==> config.mk <==
export PLATFORM = sky130hd
export DESIGN_NAME = ocp_burst_master_flat
export DESIGN_NICKNAME = d
export VERILOG_FILES = /design/src/rtl/ocp_burst_master_if.sv /design/src/rtl/ocp_burst_master.sv /design/src/flat_wrapper.sv
export SDC_FILE = /design/constraint.sdc
export NUM_CORES = 1
export LEC_CHECK = 0
export CAP_MARGIN = 20
export CORE_ASPECT_RATIO = 0.9
export CORE_MARGIN = 4
export CORE_UTILIZATION = 25
export CTS_BUF_LIST = sky130_fd_sc_hd__clkbuf_8
export DETAILED_ROUTE_END_ITERATION = 8
export PLACE_DENSITY = 0.64
export SKIP_LAST_GASP = 1
export SLEW_MARGIN = 25
export SYNTH_ARGS = -nofsm -noshare
export SYNTH_HDL_FRONTEND = slang
export SYNTH_SLANG_ARGS = --single-unit
==> constraint.sdc <==
create_clock -name Clk -period 5.4 [get_ports Clk]
set_input_delay 0.81 -clock Clk [delete_from_list [all_inputs] [get_ports Clk]]
set_output_delay 0.81 -clock Clk [all_outputs]
set_load 0.05 [all_outputs]
==> src/rtl/ocp_burst_master_if.sv <==
// ocp_burst_master_if: OCP 3.0 burst master port bundle
interface ocp_burst_master_if #(
    parameter int MADDR_WIDTH = 64,
    parameter int MDATA_WIDTH = 8,
    parameter int BURST_WIDTH = 4
);
    logic [2:0]             MCmd;
    logic [MADDR_WIDTH-1:0] MAddr;
    logic [BURST_WIDTH:0]   MBurstLength;
    logic [MDATA_WIDTH-1:0] MData;
    logic                   MDataValid;
    logic                   MDataLast;
    logic                   MRespAccept;
    logic                   SCmdAccept;
    logic                   SDataAccept;
    logic [1:0]             SResp;
    logic [MDATA_WIDTH-1:0] SData;
    modport master (
        output MCmd, MAddr, MBurstLength, MData, MDataValid, MDataLast, MRespAccept,
        input  SCmdAccept, SDataAccept, SResp, SData
    );
    modport slave (
        input  MCmd, MAddr, MBurstLength, MData, MDataValid, MDataLast, MRespAccept,
        output SCmdAccept, SDataAccept, SResp, SData
    );
endinterface

==> src/rtl/ocp_burst_master.sv <==
// ocp_burst_master: bridge request -> OCP precise-burst master (WR/WRNP/RD).
// Define OCP_RESP_TIMEOUT_EN to abort RESP/RRESP after TIMEOUT_CYCLES idle enabled cycles.
module ocp_burst_master #(
    parameter int MADDR_WIDTH    = 64,
    parameter int MDATA_WIDTH    = 8,
    parameter int BURST_WIDTH    = 4,
    parameter int TIMEOUT_CYCLES = 256
) (
    input  logic                   Clk,
    input  logic                   reset,
    input  logic                   EnableClk,
    input  logic                   req_valid,
    output logic                   req_ready,
    input  logic                   req_write,
    input  logic                   req_posted,
    input  logic [MADDR_WIDTH-1:0] req_addr,
    input  logic [BURST_WIDTH-1:0] req_len,
    input  logic [MDATA_WIDTH-1:0] wr_data,
    input  logic                   wr_valid,
    output logic                   wr_ready,
    output logic [MDATA_WIDTH-1:0] rd_data,
    output logic                   rd_valid,
    output logic                   done,
    output logic                   err,
    ocp_burst_master_if.master     ocp
);
    typedef enum logic [2:0] {IDLE, WCMD, RESP, RCMD, RRESP} state_t;
    state_t state, state_n;
    logic [MADDR_WIDTH-1:0] addr_q;
    logic [BURST_WIDTH-1:0] len_q, cnt;
    logic [MDATA_WIDTH-1:0] rd_data_q;
    logic posted_q, cmd_done, data_done, err_q;
    logic rd_valid_q, done_q, done_err_q;
    logic cmd_phase, cmd_acc, wbeat, rbeat, last, resp_st, fin, fin_err, tmo_hit;
    assign last      = cnt == len_q;
    assign resp_st   = state == RESP || state == RRESP;
    assign cmd_phase = (state == WCMD && !cmd_done) || state == RCMD;
    assign cmd_acc   = cmd_phase && EnableClk && ocp.SCmdAccept;
    assign wbeat     = ocp.MDataValid && wr_ready;
    assign rbeat     = state == RRESP && EnableClk && ocp.SResp != 2'b00;
    assign req_ready = state == IDLE && EnableClk;
    assign wr_ready  = state == WCMD && !data_done && EnableClk && ocp.SDataAccept;
    assign ocp.MCmd  = state == RCMD ? 3'b010 :
                       (state == WCMD && !cmd_done) ? (posted_q ? 3'b001 : 3'b101) : 3'b000;
    assign ocp.MAddr        = cmd_phase ? addr_q : '0;
    assign ocp.MBurstLength = cmd_phase ? (BURST_WIDTH+1)'(len_q) + (BURST_WIDTH+1)'(1) : '0;
    assign ocp.MData        = wr_data;
    assign ocp.MDataValid   = state == WCMD && !data_done && wr_valid;
    assign ocp.MDataLast    = ocp.MDataValid && last;
    assign ocp.MRespAccept  = resp_st;
    // Pulses raised on a disabled cycle are held until the next enabled one.
    assign rd_valid = rd_valid_q && EnableClk;
    assign done     = done_q && EnableClk;
    assign err      = done && done_err_q;
    assign rd_data  = rd_data_q;
`ifdef OCP_RESP_TIMEOUT_EN
    localparam int TW = $clog2(TIMEOUT_CYCLES + 1);
    logic [TW-1:0] tmo_cnt;
    assign tmo_hit = resp_st && EnableClk && ocp.SResp == 2'b00 && tmo_cnt == TW'(TIMEOUT_CYCLES - 1);
    always_ff @(posedge Clk) begin
        if (reset)
            tmo_cnt <= '0;
        else if (EnableClk)
            tmo_cnt <= (resp_st && ocp.SResp == 2'b00 && !tmo_hit) ? tmo_cnt + TW'(1) : '0;
    end
`else
    localparam int unused_timeout = TIMEOUT_CYCLES;
    assign tmo_hit = 1'b0;
`endif
    always_comb begin
        state_n = state;
        fin     = 1'b0;
        fin_err = 1'b0;
        case (state)
            IDLE:  if (req_valid && EnableClk) state_n = req_write ? WCMD : RCMD;
            WCMD:  if ((cmd_done || cmd_acc) && (data_done || (wbeat && last))) begin
                       fin     = posted_q;
                       state_n = posted_q ? IDLE : RESP;
                   end
            RESP:  if (EnableClk && ocp.SResp != 2'b00) begin
                       fin     = 1'b1;
                       fin_err = ocp.SResp != 2'b01;
                       state_n = IDLE;
                   end
            RCMD:  if (cmd_acc) state_n = RRESP;
            RRESP: if (rbeat && last) begin
                       fin     = 1'b1;
                       fin_err = err_q || ocp.SResp[1];
                       state_n = IDLE;
                   end
            default: state_n = IDLE;
        endcase
        if (tmo_hit) begin
            fin     = 1'b1;
            fin_err = 1'b1;
            state_n = IDLE;
        end
    end
    always_ff @(posedge Clk) begin
        if (reset) begin
            state      <= IDLE;
            addr_q     <= '0;
            len_q      <= '0;
            cnt        <= '0;
            rd_data_q  <= '0;
            posted_q   <= 1'b0;
            cmd_done   <= 1'b0;
            data_done  <= 1'b0;
            err_q      <= 1'b0;
            rd_valid_q <= 1'b0;
            done_q     <= 1'b0;
            done_err_q <= 1'b0;
        end else if (EnableClk) begin
            state      <= state_n;
            rd_valid_q <= rbeat;
            done_q     <= fin;
            done_err_q <= fin_err;
            if (state == IDLE && req_valid) begin
                addr_q    <= req_addr;
                len_q     <= req_len;
                posted_q  <= req_posted;
                cnt       <= '0;
                err_q     <= 1'b0;
                cmd_done  <= 1'b0;
                data_done <= 1'b0;
            end
            if (cmd_acc) cmd_done <= 1'b1;
            if ((wbeat || rbeat) && !last) cnt <= cnt + BURST_WIDTH'(1);
            if (wbeat && last) data_done <= 1'b1;
            if (rbeat) begin
                rd_data_q <= ocp.SData;
                err_q     <= err_q || ocp.SResp[1];
            end
        end
    end
endmodule

==> src/flat_wrapper.sv <==
// flat-port wrapper written by rule: the top's interface ports become plain ports
module ocp_burst_master_flat 
#(
    parameter int MADDR_WIDTH    = 64,
    parameter int MDATA_WIDTH    = 8,
    parameter int BURST_WIDTH    = 4,
    parameter int TIMEOUT_CYCLES = 256
)
  (Clk, reset, EnableClk, req_valid, req_ready, req_write, req_posted, req_addr, req_len, wr_data, wr_valid, wr_ready, rd_data, rd_valid, done, err, ocp_MCmd, ocp_MAddr, ocp_MBurstLength, ocp_MData, ocp_MDataValid, ocp_MDataLast, ocp_MRespAccept, ocp_SCmdAccept, ocp_SDataAccept, ocp_SResp, ocp_SData);
  ocp_burst_master_if #(.MADDR_WIDTH(MADDR_WIDTH), .MDATA_WIDTH(MDATA_WIDTH), .BURST_WIDTH(BURST_WIDTH)) ocp_i ();
  input  logic Clk;
  input  logic reset;
  input  logic EnableClk;
  input  logic req_valid;
  output logic req_ready;
  input  logic req_write;
  input  logic req_posted;
  input  logic [MADDR_WIDTH-1:0] req_addr;
  input  logic [BURST_WIDTH-1:0] req_len;
  input  logic [MDATA_WIDTH-1:0] wr_data;
  input  logic wr_valid;
  output logic wr_ready;
  output logic [MDATA_WIDTH-1:0] rd_data;
  output logic rd_valid;
  output logic done;
  output logic err;
  output wire logic [$bits(ocp_i.MCmd)-1:0] ocp_MCmd;
  output wire logic [$bits(ocp_i.MAddr)-1:0] ocp_MAddr;
  output wire logic [$bits(ocp_i.MBurstLength)-1:0] ocp_MBurstLength;
  output wire logic [$bits(ocp_i.MData)-1:0] ocp_MData;
  output wire logic [$bits(ocp_i.MDataValid)-1:0] ocp_MDataValid;
  output wire logic [$bits(ocp_i.MDataLast)-1:0] ocp_MDataLast;
  output wire logic [$bits(ocp_i.MRespAccept)-1:0] ocp_MRespAccept;
  input wire logic [$bits(ocp_i.SCmdAccept)-1:0] ocp_SCmdAccept;
  input wire logic [$bits(ocp_i.SDataAccept)-1:0] ocp_SDataAccept;
  input wire logic [$bits(ocp_i.SResp)-1:0] ocp_SResp;
  input wire logic [$bits(ocp_i.SData)-1:0] ocp_SData;
  assign ocp_MCmd = ocp_i.MCmd;
  assign ocp_MAddr = ocp_i.MAddr;
  assign ocp_MBurstLength = ocp_i.MBurstLength;
  assign ocp_MData = ocp_i.MData;
  assign ocp_MDataValid = ocp_i.MDataValid;
  assign ocp_MDataLast = ocp_i.MDataLast;
  assign ocp_MRespAccept = ocp_i.MRespAccept;
  assign ocp_i.SCmdAccept = ocp_SCmdAccept;
  assign ocp_i.SDataAccept = ocp_SDataAccept;
  assign ocp_i.SResp = ocp_SResp;
  assign ocp_i.SData = ocp_SData;
  ocp_burst_master #(.MADDR_WIDTH(MADDR_WIDTH), .MDATA_WIDTH(MDATA_WIDTH), .BURST_WIDTH(BURST_WIDTH), .TIMEOUT_CYCLES(TIMEOUT_CYCLES)) u_core (.Clk(Clk), .reset(reset), .EnableClk(EnableClk), .req_valid(req_valid), .req_ready(req_ready), .req_write(req_write), .req_posted(req_posted), .req_addr(req_addr), .req_len(req_len), .wr_data(wr_data), .wr_valid(wr_valid), .wr_ready(wr_ready), .rd_data(rd_data), .rd_valid(rd_valid), .done(done), .err(err), .ocp(ocp_i));
endmodule
# Word level (Yosys, flattened, before mapping)
# Index checks and enable logic that the tools add are counted.
# Widths: inputs -> output; s select.
# word_totals
reg_bits,90
# op_classes
addsub,2
eq_ne,11
muxes,26
n_reduce_logical,44
# ops
cell,count
$mux 64,1
$mux 3,8
$logic_and 1x1->1,22
$pmux 3 s5,1
$reduce_and 2->1,6
$reduce_bool 2->1,5
$mux 1,9
$mux 4,2
$ne 2x2->1 const B,4
$eq 3x2->1 const B,2
$logic_or 1x1->1,6
$reduce_and 6->1,1
$add 4x1->5 const B,1
$mux 5,1
$add 4x1->4 const B,1
$eq 4x4->1,1
$mux 2,2
$ne 2x1->1 const B,2
$eq 3x1->1 const B,1
$eq 3x3->1 const B,1
$logic_not 1->1,3
$logic_not 3->1,1
$pmux 1 s3,1
$pmux 1 s2,1

# Longest topological paths before layout
# depth
word_depth,10
mapped_depth,8

# Worst setup path after synthesis
# OpenSTA, ideal clock, no wires.
# synth_path
path_type,input to register
start,in EnableClk
end,reg u_core.addr_q[0]
setup_ns,0.132
arrival_ns,3.474
required_ns,5.268
path_slack_ns,1.794
cell_stages,7
n_path_buf,3
cell_sequence,buf_2 nor4b_1 nand2_1 clkbuf_1 clkbuf_1 nand2_1 a21oi_1
# synth_via
elab_chain_cells,1
# synth_lines
item,line,text
from (decl),flat_wrapper.sv:13,input logic EnableClk;
$reduce_and 2->1 (no line),--,
to (signal assigned),ocp_burst_master.sv:119,addr_q <= req_addr;
to (decl),ocp_burst_master.sv:29,logic [MADDR_WIDTH-1:0] addr_q;
# Every way passes these cells.
# A chain may end at the register's enable or synchronous reset.

# Final worst setup path
# layout_path
start,reg u_core.state[0]
end,out ocp_MAddr[0]
# layout_via
elab_chain_cells,4
word_cells_on_any_way,5
cone_classes,eq/ne: 2; mux: 1; reduce/logical: 2
# layout_lines
item,line,text
from (decl),ocp_burst_master.sv:28,"state_t state, state_n;"
from (signal assigned),ocp_burst_master.sv:114,state <= state_n;
$eq 3x1->1,ocp_burst_master.sv:37,assign cmd_phase = (state == WCMD && !cmd_done) || state == RCMD;
$logic_and 1x1->1,ocp_burst_master.sv:37,
$logic_or 1x1->1 (*),ocp_burst_master.sv:37,
$mux 64 (*),ocp_burst_master.sv:45,assign ocp.MAddr = cmd_phase ? addr_q : '0;
to (decl),flat_wrapper.sv:28,output wire logic [$bits(ocp_i.MAddr)-1:0] ocp_MAddr;
# Mark *: on every way between the ends. The rest lies on a longest branch, timed or not.

==> flow_summary.toml <==
[outcome]
outcome = "completed"

[global_route]
grt_max_degree = 91
gr-total-overflow = 0
grt_pass1_wl_um = 19000
antenna_found_initial = 0
track_usage = 0.130
grt_pass1_vias = 3686

[floorplanning]
dieArea_mm2 = 0.0183
die_height_um = 129
die_w_um = 142
start_util = 0.259
ios = 191
core_mm2 = 0.0157
rows = 43

[place]
place_congestion = 0.802
dp_cells = 864
hpwlAfterDp_um = 8160
dpl-instance-area_mm2 = 0.00584
portBuffers = 174

[clock_tree]
clock_latency_ps = 370
cts_buffer_depth = 2
cts_made_buffers = 9
cts.sinks = 90
ctsResizeCount = 0
clk_pin_slew_ps = 90
cts_tree = "yes"
h-tree-depth = 3
cts_root_buffer = "clkbuf_8"
post_cts_buffers = 0
hold_buffers = 0

[synth]
yosysSeqAreaShare = 0.444
netlist-cell-type-count = 46
synthMuxAreaShare = 0.00277
yosysWarnings = 0
ys.flop_type = "dfxtp_1"
synthCells = 534
synth_adder_area_share = 0.00617
synth.avg_cell_area_um2 = 7.60
syn-num-nets = 631
synth_compound_area_frac = 0.144
synthSimpleGateAreaFrac = 0.322
ys_ff_latch = 90
synth-edff-count = 0
syn_area_mm2 = 0.00406
synthArstFlopShare = 0
synth_top_family_by_area = "simple AND/OR/NAND/NOR gates"
synth-xor-area-share = 0.0194

[finish]
drive_gt1_frac = 0.0354
fill_cells = 1628
n_antenna_cell = 0
final_net_count = 770
syn2layout_area_growth_pct = 49.4
fin_area_mm2 = 0.00606
final_cells = 880

[critical_path]
rrSetupSlack_ps = 2880
end_kind = "output pin"
reg2reg_from = "u_core.state[0]$_SDFFE_PP0P_"
crit_end = "ocp_MAddr[0]"
crit_required_ps = 4590
startpoint_type = "register"
critPathKind = "register to output pin"
cp_data_arrival_time_ps = 3330
r2r_end = "u_core.err_q$_SDFFE_PP0P_"
crit_start = "u_core.state[0]$_SDFFE_PP0P_"
cp_max_fo = 66
r2r_cells = 5

[power]
leakagePower_nw = 2.11
p_switching_mw = 0.423
switching_share = 0.281
pwr-share-comb = 0.183
p_total_mw = 1.50
p_per_area_mw_per_mm2 = 248
seqPwrFrac = 0.474
irDropWorstVdd_mv = 0.159
clkPwrFrac = 0.343
intPower_mw = 1.08

[sta]
slew_violations = 0
fin_skew_ps = 8.17
setup_viol = 0
report.final.hold_viol_count = 0
worst_hold_slack_ps = 452
relSlewSlack = 0.350
clock.fmax_mhz = 242
period_share = 0.767
rsz0062_at_grt = "no"
fin_crit_ps = 4140
setup_tns_ps = 0
max_slew.worst_pin.slew_ps = 974

[detailed_routing]
routedWlPerCell_um = 13.9
drc_errors = 0
ant_nets = 0
wirelength_um = 12200
firstDrtPassIters = 4
drt_iter0_drc = 140
num_vias = 3911
vias_per_cell = 4.44

[flow_run]
cap_violations = 0

[hold_path]
min_path_type = "register to register"
holdPathStages = 2
-- synthesized netlist by cell type (2+ instances only) --
cell	instances	area, um^2
and3_1	2	12.5
dfxtp_1	90	1800
o2111ai_1	2	17.5
a22oi_1	3	22.5
clkbuf_2	4	20.0
clkbuf_1	24	90.1
nor2b_1	2	12.5
and2_1	71	444
ha_1	2	25.0
nor3_1	7	35.0
o211ai_1	4	30.0
nand2_1	159	597
a21oi_1	82	410
nor2_1	17	63.8
xor2_1	3	26.3
o21ai_0	2	10.0
o21bai_1	2	15.0
xnor2_1	6	52.6
buf_4	9	67.6
nand4_1	2	12.5
nand3_1	5	25.0
a31oi_1	2	12.5
buf_6	2	22.5
buf_2	10	50.1
-- flip-flops by register name, summed over array words and instances (netlist names) --
signal,flops
u_core.addr_q,64
u_core.cmd_done,1
u_core.cnt,4
u_core.data_done,1
u_core.done_err_q,1
u_core.done_q,1
u_core.err_q,1
u_core.len_q,4
u_core.posted_q,1
u_core.rd_data,8
u_core.rd_valid_q,1
u_core.state,3
-- layout by cell type, fill, tap and decap left out, drive strengths merged, types with 4 or more instances in the layout --
cell type	n
o211ai	4
and2	71
dfxtp	90
clkbuf	10
xnor2	6
nand3	5
nor3	8
clkdlybuf4s50	173
buf	4
nand2	159
a21oi	82
nor2	18
-- worst min-delay path by stage --
stage | start | endpoint | slack, ps
global placement | u_core.addr_q[18]$_SDFFE_PP0P_ | u_core.addr_q[18]$_SDFFE_PP0P_ | 440
finish | u_core.addr_q[20]$_SDFFE_PP0P_ | u_core.addr_q[20]$_SDFFE_PP0P_ | 450
detailed placement | u_core.addr_q[5]$_SDFFE_PP0P_ | u_core.addr_q[5]$_SDFFE_PP0P_ | 440
floorplan | u_core.addr_q[0]$_SDFFE_PP0P_ | u_core.addr_q[0]$_SDFFE_PP0P_ | 430
CTS | u_core.addr_q[10]$_SDFFE_PP0P_ | u_core.addr_q[10]$_SDFFE_PP0P_ | 450
global route | u_core.addr_q[36]$_SDFFE_PP0P_ | u_core.addr_q[36]$_SDFFE_PP0P_ | 470
-- area by class of cell --
| class | count | area, um^2 | share of cell area |
|---|---|---|---|
| multi-input combinational | 394 | 2010 | 0.331 |
| sequential | 90 | 1800 | 0.297 |
| timing repair buffer | 177 | 1770 | 0.293 |
| tap | 202 | 253 | 0.0417 |
| clock buffer | 10 | 138 | 0.0227 |
| clock inverter | 6 | 82.6 | 0.0136 |
| inverter | 1 | 3.75 | 0.000619 |
-- per-layer routing --
metal | vias up | track usage | wire length, um
li1 | 2014 | - | -
met1 | 1750 | 0.159 | 5470
met2 | 137 | 0.206 | 5370
met3 | 10 | 0.0654 | 1270
met4 | 0 | 0.0319 | 136
met5 | - | 0 | 0
-- stage by stage --
stage           util  setup slack, ps
2_1_floorplan      -             1790
3_3_place_gp   0.373             1320
3_5_place_dp   0.373             1610
4_1_cts        0.387             1160
5_1_grt        0.387             1010
6_report       0.387             1260
-- worst max-delay path: stages, from the launching register on --
cell,delay [ps]
dfxtp_1,600
or3b_1,550
nor2_2,180
or2_4,550
and2_1,250
clkdlybuf4s50_1,820
-- power groups by stage --
stage / sequential, mW / clock, mW / combinational, mW
finish: 0.713 / 0.515 / 0.276
global route: 0.717 / 0.568 / 0.301
CTS: 0.713 / 0.547 / 0.281
detailed placement: 0.729 / 0 / 0.280
global placement: 0.728 / 0 / 0.279
floorplan: 0.720 / 0 / 0.182
-- cells by family (layout without fill, tap and decap cells) --
group                      after synthesis  in the layout
AOI/OAI and AO/OA                      105            105
adders and majority gates                2              2
and+or+nand+nor                        277            277
buffers and inverters                   50            194
DFF                                     90             90
muxes                                    1              1
xor gates and xnor gates                 9              9
Note: power is estimated with default switching activity, not from simulation.
